$ cat src/rtl/alu_issue_stage.sv
// alu_issue_stage
//   Issue stage in front of the ALU. Takes decoded ops from decode over a
//   valid/ready handshake, picks operand B (register or immediate), derives
//   the ALU select code, and presents registered operands to the ALU through
//   a 2-entry skid buffer so in_ready never depends combinationally on EX.
//
// Ports
//   clk, rst_n        clock (rising edge), async active-low reset
//   flush             synchronous discard of all buffered ops
//   in_valid/in_ready decode handshake (in_ready is registered)
//   in_rs1/in_rs2     register operands
//   in_imm            sign-extended immediate
//   in_alusrc         1 selects in_imm as src2
//   in_aluop/in_funct3/in_funct7b5/in_opb5  select decode inputs
//   out_valid/out_ready  EX handshake
//   src1/src2/sel     ALU operands and select (AND=0 OR=1 ADD=2 SUB=6 SLT=7)
//   illegal           op had an unsupported encoding; travels with the op
//
// State   | meaning
// --------+-------------------------------------------------------
// EMPTY   | nothing buffered, out_valid=0
// ONE     | output register holds an op
// TWO     | output and skid registers both hold ops, in_ready=0
`timescale 1ns/1ps
module alu_issue_stage #(
  parameter int DWIDTH = 8,
  parameter int SWIDTH = 3
) (
  input  logic              clk,
  input  logic              rst_n,
  input  logic              flush,
  input  logic              in_valid,
  output logic              in_ready,
  input  logic [DWIDTH-1:0] in_rs1,
  input  logic [DWIDTH-1:0] in_rs2,
  input  logic [DWIDTH-1:0] in_imm,
  input  logic              in_alusrc,
  input  logic [1:0]        in_aluop,
  input  logic [2:0]        in_funct3,
  input  logic              in_funct7b5,
  input  logic              in_opb5,
  output logic              out_valid,
  input  logic              out_ready,
  output logic [DWIDTH-1:0] src1,
  output logic [DWIDTH-1:0] src2,
  output logic [SWIDTH-1:0] sel,
  output logic              illegal
);

  localparam logic [SWIDTH-1:0] SEL_AND = SWIDTH'(0);
  localparam logic [SWIDTH-1:0] SEL_OR  = SWIDTH'(1);
  localparam logic [SWIDTH-1:0] SEL_ADD = SWIDTH'(2);
  localparam logic [SWIDTH-1:0] SEL_SUB = SWIDTH'(6);
  localparam logic [SWIDTH-1:0] SEL_SLT = SWIDTH'(7);

  typedef enum logic [1:0] {ST_EMPTY, ST_ONE, ST_TWO} state_t;

  state_t state_q, state_d;
  logic   in_ready_q;
  logic   accept, consume;
  logic   load_out, load_skid, move_skid;

  logic [SWIDTH-1:0] dec_sel;
  logic              dec_ill;
  logic [DWIDTH-1:0] in_src2;

  logic [DWIDTH-1:0] skid_src1, skid_src2;
  logic [SWIDTH-1:0] skid_sel;
  logic              skid_ill;

  assign in_ready  = in_ready_q;
  assign out_valid = (state_q != ST_EMPTY);
  assign accept    = in_valid & in_ready_q;
  assign consume   = out_valid & out_ready;
  assign in_src2   = in_alusrc ? in_imm : in_rs2;

  always_comb begin
    dec_sel = SEL_ADD;
    dec_ill = 1'b0;
    case (in_aluop)
      2'b00: dec_sel = SEL_ADD;
      2'b01: dec_sel = SEL_SUB;
      2'b10: begin
        case (in_funct3)
          3'b000:  dec_sel = (in_opb5 & in_funct7b5) ? SEL_SUB : SEL_ADD;
          3'b010:  dec_sel = SEL_SLT;
          3'b110:  dec_sel = SEL_OR;
          3'b111:  dec_sel = SEL_AND;
          default: dec_ill = 1'b1;
        endcase
      end
      default: dec_ill = 1'b1;
    endcase
  end

  always_comb begin
    state_d   = state_q;
    load_out  = 1'b0;
    load_skid = 1'b0;
    move_skid = 1'b0;
    case (state_q)
      ST_EMPTY: begin
        if (accept) begin
          state_d  = ST_ONE;
          load_out = 1'b1;
        end
      end
      ST_ONE: begin
        if (accept && consume) begin
          load_out = 1'b1;
        end else if (accept) begin
          state_d   = ST_TWO;
          load_skid = 1'b1;
        end else if (consume) begin
          state_d = ST_EMPTY;
        end
      end
      ST_TWO: begin
        if (consume) begin
          state_d   = ST_ONE;
          move_skid = 1'b1;
        end
      end
      default: state_d = ST_EMPTY;
    endcase
    // Flush wins over any transfer in the same cycle; the offered op is dropped.
    if (flush) begin
      state_d   = ST_EMPTY;
      load_out  = 1'b0;
      load_skid = 1'b0;
      move_skid = 1'b0;
    end
  end

  always_ff @(posedge clk or negedge rst_n) begin
    if (!rst_n) begin
      state_q    <= ST_EMPTY;
      in_ready_q <= 1'b1;
      src1       <= '0;
      src2       <= '0;
      sel        <= '0;
      illegal    <= 1'b0;
      skid_src1  <= '0;
      skid_src2  <= '0;
      skid_sel   <= '0;
      skid_ill   <= 1'b0;
    end else begin
      state_q    <= state_d;
      in_ready_q <= (state_d != ST_TWO);
      if (load_out) begin
        src1    <= in_rs1;
        src2    <= in_src2;
        sel     <= dec_sel;
        illegal <= dec_ill;
      end else if (move_skid) begin
        src1    <= skid_src1;
        src2    <= skid_src2;
        sel     <= skid_sel;
        illegal <= skid_ill;
      end
      if (load_skid) begin
        skid_src1 <= in_rs1;
        skid_src2 <= in_src2;
        skid_sel  <= dec_sel;
        skid_ill  <= dec_ill;
      end
    end
  end

endmodule

$ cat config.mk
export PLATFORM = sky130hd
export DESIGN_NAME = alu_issue_stage
export DESIGN_NICKNAME = d
export VERILOG_FILES = /design/src/rtl/alu_issue_stage.sv
export SDC_FILE = /design/constraint.sdc
export NUM_CORES = 1
export LEC_CHECK = 0
export ABC_CLOCK_PERIOD_IN_PS = 2570
export CAP_MARGIN = 20
export CORE_ASPECT_RATIO = 0.7
export CORE_MARGIN = 1.5
export CORE_UTILIZATION = 51
export CTS_CLUSTER_DIAMETER = 100
export DETAILED_ROUTE_END_ITERATION = 12
export PLACE_DENSITY = 0.89
export SLEW_MARGIN = 20
export SYNTH_ARGS = -nofsm -noshare
export SYNTH_HDL_FRONTEND = slang
export SYNTH_SLANG_ARGS = --single-unit
$ cat constraint.sdc
create_clock -name clk -period 2.57 [get_ports clk]
set_clock_uncertainty 0.15 [all_clocks]
set_input_delay 0.771 -clock clk [delete_from_list [all_inputs] [get_ports clk]]
set_output_delay 0.771 -clock clk [all_outputs]
set_load 0.01 [all_outputs]
==> results.ini, run 1 <==
[synthesis]
ys_warn_count = 0
avgSynthCellArea_um2 = 11.65
ys_types = 28
syn_nets = 214
async_reset_ff_share_pct = 100.0
seq_area_frac_synth_pct = 53.15
synth_edf_count = 0
yosys_most_used_dff = dfrtp_1
netlist_area_um2 = 2027
ys_ff_latch = 43
synthCells = 174

[outcome]
status = complete, no violations

[placed_design]
place_congestion = 0.8462
dpl.hpwl_mm = 2.991
place_ws_ns = 0.03562
portBuffers = 58

[finish]
mostFrequentLayoutCells = clkdlybuf4s50_1, dfrtp_1, mux2i_1, nand2_1, o21ai_0
syn2layout_area_growth_pct = 36.91
n_fill_cell = 270
final_common_cell = clkdlybuf4s50_1
drive_above_1_share_pct = 12.55
nets = 278
diodes = 0

[detailed_routing]
vias_per_cell = 5.249
drt_iter0_drc = 51
ant_nets = 0
drc = 0
first_pass_iters = 4
vias = 1517
wirelength_mm = 3.963
wl_per_cell_um = 13.71

[setup_path]
cp_max_fo = 6
path_cells = or2_2 > clkdlybuf4s50_1
criticalPathCategory = reg -> out
slowest_stage = clkdlybuf4s50_1
endpoint_kind = output pin
slowest_delay_ns = 0.47
worstPathArrival_ns = 1.50
required_ns = 1.65
start_kind = flip-flop

[cts]
cts_resized = 0
cts_tree = done
h-tree-depth = 2
path_clk_slew_ns = 0.09
clockBufferDepth = 2
clk_latency_ns = 0.30
ctsHoldBuffers = 0
cts.sinks = 43
cts_buffers = 5
cts_setup_buffers = 0
cts-root-buf = clkbuf_8

[sta]
slew_headroom_pct = 59.66
post-route-period-util_pct = 94.31
fmax_ghz = 0.4126
period_needed_ns = 2.424
setup_viol = 0
tightest_slew_ns = 0.6051
setup_slack_ns = 0.1462
fin_setup_tns_ns = 0
hold_viol_final = 0
slew_violations = 0
rsz0062_at_grt = false

[pwr]
internal_power_mw = 1.303
seqPwrFrac_pct = 50.5
leakagePower_nw = 1.239
p_per_area_nw_per_um2 = 654.2
vdd_drop_max_v = 0.0004205
swShare_pct = 28.23
power_frac_comb_pct = 25.9
p_clk_share_pct = 23.5
switchingPower_mw = 0.5125

[flow_run]
max_cap_viol_count = 0

[global_route]
grt_start_max_net_pins = 31
grt_pass1_wl_mm = 6.755
antenna_found_initial = 0
overflow = 0
grt_pass1_vias = 1456
grt_use_total_pct = 20.17

[floorplanning]
core_um2 = 3671
die_h_um = 55.75
die_area_um2 = 4368
num_rows = 18
initial_core_util_pct = 55.21
die_w_um = 78.35
io_pins = 59

[hold_path]
min_path_type = in -> async

cells by family after synthesis:
| family | count (synthesis) | share of synthesized area (%) |
|---|---|---|
| fa+ha+maj | 3 | 1.852 |
| simple gates | 39 | 9.445 |
| flops | 43 | 53.15 |
| compound gates | 30 | 8.395 |
| mux | 45 | 22.72 |
| buf+inv | 14 | 4.444 |
worst max-delay path, delay by kind of cell (launching register included):
kind                   cells  cell delay (ns)
flip-flops                 1             0.43
buffers and inverters      1             0.47
AND/OR/NAND/NOR            1             0.30
routing by layer:
| metal | part of all wire [%] | global-route usage (%) | wire, um | up-vias |
|---|---|---|---|---|
| met3 | 5.9 | 5.410 | 235 | 3 |
| met4 | 0.45 | 6.122 | 18 | 0 |
| li1 | - | - | - | 737 |
| met2 | 44 | 29.94 | 1753 | 46 |
| met1 | 49 | 29.06 | 1956 | 731 |
| met5 | 0 | 0 | 0 | - |
path summary, 6_finish.rpt:
| check | start | endpoint | slack (ns) | cells past startpoint |
|---|---|---|---|---|
| setup / recovery | state_q[1] | out_valid | 0.15 | 2 |
| hold / removal | rst_n | src1[4] | 0.32 | 1 |
| setup reg to reg | in_ready | sel[2] | 0.75 | 5 |
| hold reg to reg | skid_sel[2] | sel[2] | 0.35 | 2 |
| max in group asynchronous | rst_n | sel[0] | 1.36 | 2 |
| min in group clk | skid_sel[2] | sel[2] | 0.35 | 2 |
area by class of cell:
class	count	area (um2)	share of cell area, %
Sequential cell	43	1077	38.82
Multi-Input combinational cell	117	859.6	30.97
Timing Repair Buffer	68	675.6	24.35
Clock buffer	5	68.82	2.480
Tap cell	50	62.56	2.254
Clock inverter	3	20.02	0.7214
Inverter	3	11.26	0.4058
registers in the layout, indices dropped and copies added (netlist names):
| name | count |
|---|---|
| sel | 3 |
| src1 | 8 |
| skid_src1 | 8 |
| skid_src2 | 8 |
| in_ready | 1 |
| illegal | 1 |
| skid_sel | 3 |
| src2 | 8 |
| skid_ill | 1 |
| state_q | 2 |
cells in the mapped netlist, drive strengths merged, types with 2 or more instances:
cell,instances,area (um2)
dfrtp,42,1051
mux2i,37,370.4
nand2,16,60.06
o21ai,13,65.06
a21oi,12,60.06
buf,9,71.31
nor2,9,33.78
mux2,8,90.09
ha,3,37.54
inv,3,11.26
nand3b,3,22.52
nor2b,3,18.77
o211ai,3,27.52
and3b,2,17.52
clkbuf,2,7.510
power by group through the flow:
| stage | clock (mW) | sequential [mW] | combinational [mW] |
|---|---|---|---|
| floorplan | 0 | 0.940 | 0.196 |
| global placement | 0 | 0.922 | 0.459 |
| detailed placement | 0 | 0.929 | 0.475 |
| CTS | 0.435 | 0.916 | 0.478 |
| global route | 0.466 | 0.934 | 0.520 |
| finish | 0.427 | 0.917 | 0.471 |
metrics by stage:
stage               power, mW  std cells  hold slack (ns)  cell area (um2)  util [%]
detailed placement      1.404        281           0.3264             2686     73.18
floorplan               1.135        174           0.2996             2027         -
CTS                     1.829        289           0.3460             2775     75.60
finish                  1.815        289           0.3198             2775     75.60
global placement        1.381        281           0.3123             2686     73.18
global route            1.919        289           0.3553             2775     75.60
No activity file was read; power rests on OpenSTA's default activity.
==> run 2, diff against run 1 <==
--- a/config.mk
+++ b/config.mk
@@ -8,10 +8,10 @@
 export ABC_CLOCK_PERIOD_IN_PS = 2570
 export CAP_MARGIN = 20
 export CORE_ASPECT_RATIO = 0.7
-export CORE_MARGIN = 1.5
 export CORE_UTILIZATION = 51
 export CTS_CLUSTER_DIAMETER = 100
 export DETAILED_ROUTE_END_ITERATION = 12
+export HOLD_SLACK_MARGIN = 0.03
 export PLACE_DENSITY = 0.89
 export SLEW_MARGIN = 20
 export SYNTH_ARGS = -nofsm -noshare
==> run 2 against run 1 <==
Utilization rose by 0.40 points. Combinational power barely moved. Power fell by 1.5%. Via count fell by 0.53%. Critical path depth did not move. Sequential cell count did not move. Critical path type unchanged. Largest cell class unchanged.
==> results.ini, run 2 (synthesis results as in run 1) <==
[setup_path]
start_kind = flip-flop  ; unchanged
endpoint_kind = output pin  ; unchanged
worstPathArrival_ns = 1.49  ; was 1.50 ns
path_cells = or2_2 > clkdlybuf4s50_1  ; unchanged
cp_max_fo = 6  ; unchanged
slowest_stage = clkdlybuf4s50_1  ; unchanged
required_ns = 1.65  ; about the same
cp_num_buf_inv = 1  ; unchanged
crit_family = buffers and inverters  ; unchanged
slowest_delay_ns = 0.47  ; about the same
criticalPathCategory = reg -> out  ; unchanged

[cts]
clockBufferDepth = 2  ; unchanged
h-tree-depth = 2  ; unchanged
clk_latency_ns = 0.29  ; was 0.30 ns
cts.sinks = 43  ; unchanged
ctsHoldBuffers = 0  ; unchanged
cts_tree = done  ; unchanged
path_clk_slew_ns = 0.08  ; was 0.09 ns
cts_buffers = 5  ; unchanged
cts_setup_buffers = 0  ; unchanged
cts_resized = 0  ; unchanged
cts-root-buf = clkbuf_8  ; unchanged

[finish]
fin_cells = 288  ; was 289
syn2layout_area_growth_pct = 36.79  ; was 36.91%
diodes = 0  ; unchanged
drive_above_1_share_pct = 11.34  ; was 12.55%
nets = 277  ; was 278
mostFrequentLayoutCells = clkdlybuf4s50_1, dfrtp_1, mux2i_1, nand2_1, o21ai_0  ; unchanged
final_common_cell = clkdlybuf4s50_1  ; unchanged

[floorplanning]
core_um2 = 3649  ; was 3671 um2
io_pins = 59  ; unchanged
initial_core_util_pct = 55.56  ; was 55.21%
die_w_um = 77.35  ; was 78.35 um
num_rows = 18  ; unchanged
die_h_um = 54.75  ; was 55.75 um
die_area_um2 = 4235  ; was 4368 um2

[sta]
period_needed_ns = 2.416  ; was 2.424 ns
tightest_slew_ns = 0.5220  ; was 0.6051 ns
fmax_ghz = 0.4139  ; was 0.4126 GHz
post-route-period-util_pct = 94.01  ; was 94.31%
rsz0062_at_grt = false  ; unchanged
slew_headroom_pct = 65.20  ; was 59.66%
timing.hold.ws_ns = 0.3369  ; was 0.3198 ns
setup_viol = 0  ; unchanged
slew_violations = 0  ; unchanged
hold_viol_final = 0  ; unchanged
setup_slack_ns = 0.1540  ; was 0.1462 ns
fin_setup_tns_ns = 0  ; unchanged

[detailed_routing]
dr.max_layer_used = met4  ; unchanged
met1_length_mm = 1.928  ; was 1.956 mm
routed-wl-met3_um = 234  ; was 235 um
vias = 1509  ; was 1517
ant_nets = 0  ; unchanged
wirelength_mm = 3.931  ; was 3.963 mm
first_pass_iters = 4  ; unchanged
met2WireLength_mm = 1.720  ; was 1.753 mm
drt_iter0_drc = 91  ; was 51
vias_per_cell = 5.240  ; was 5.249
wl_per_cell_um = 13.65  ; was 13.71 um
drc = 0  ; unchanged

[pwr]
vdd_drop_max_v = 0.0003395  ; was 0.0004205 V
fin_total_pwr_mw = 1.788  ; was 1.815 mW
p_per_area_nw_per_um2 = 644.9  ; was 654.2 nW/um2
leakagePower_nw = 1.240  ; was 1.239 nW

[outcome]
status = complete, no violations  ; unchanged

[placed_design]
place_congestion = 0.8192  ; was 0.8462
dpl.hpwl_mm = 2.840  ; was 2.991 mm
place_ws_ns = 0.02706  ; was 0.03562 ns
portBuffers = 58  ; unchanged
placedCellCount = 280  ; was 281

[global_route]
grt_pass1_vias = 1412  ; was 1456
antenna_found_initial = 0  ; unchanged
grt_pass1_wl_mm = 6.458  ; was 6.755 mm
grt_use_total_pct = 20.90  ; was 20.17%
grt_start_max_net_pins = 44  ; was 31
overflow = 0  ; unchanged

[hold_path]
min_path_type = reg -> reg  ; was in -> async

[flow_run]
max_cap_viol_count = 0  ; unchanged

[run 2: changes by cell type in the layout (fill, tap and decap cells not counted), sizes merged]
cell / previous run / this run
buf: 11 / 10
clkbuf: 5 / 7
clkinvlp: 2 / 0
[run 2: layout make-up]
cell class / count / area [um2]
clock buffer: 7 / 76.32
clock inverter: 1 / 5.005
multi-input combinational: 117 / 859.6
tap: 50 / 62.56
timing repair buffer: 67 / 680.7
fill: 263 / 875.8
inverter: 3 / 11.26
sequential: 43 / 1077
[run 2: routing by layer]
layer | track usage (%) | vias to the layer above
li1 | - | 738
met1 | 27.78 | 709
met2 | 32.60 | 54
met3 | 5.833 | 8
met4 | 9.434 | 0
met5 | 0 | -
[run 2: stage by stage]
stage	area (um2)	utilization, %
6_report	2773	75.99
4_1_cts	2773	75.99
3_3_place_gp	2691	73.77
5_1_grt	2773	75.99
2_1_floorplan	2027	-
3_5_place_dp	2691	73.77
[run 2: worst paths after layout]
path                                   from            to  slack, ns  depth (start not counted)
min in group asynchronous             rst_n  skid_src1[3]       0.39                          2
worst max-delay path             state_q[1]     out_valid       0.15                          2
max in group asynchronous             rst_n      in_ready       1.51                          2
worst max register to register     in_ready       illegal       0.73                          5
worst min register to register  skid_sel[0]   skid_sel[0]       0.34                          2
worst min-delay path            skid_sel[0]   skid_sel[0]       0.34                          2
[run 2: where the power goes]
| group | total [mW] | internal, mW | switching (mW) |
|---|---|---|---|
| combinational | 0.473 | 0.284 | 0.189 |
| clock | 0.404 | 0.191 | 0.213 |
| sequential | 0.912 | 0.830 | 0.0815 |
[run 2: worst register-to-register path, stage by stage (launching register included)]
cell and delay [ns]:
dfstp_2 0.54, nand2_1 0.06, or4_1 0.53, buf_12 0.20
nand3b_1 0.12, o211ai_1 0.11
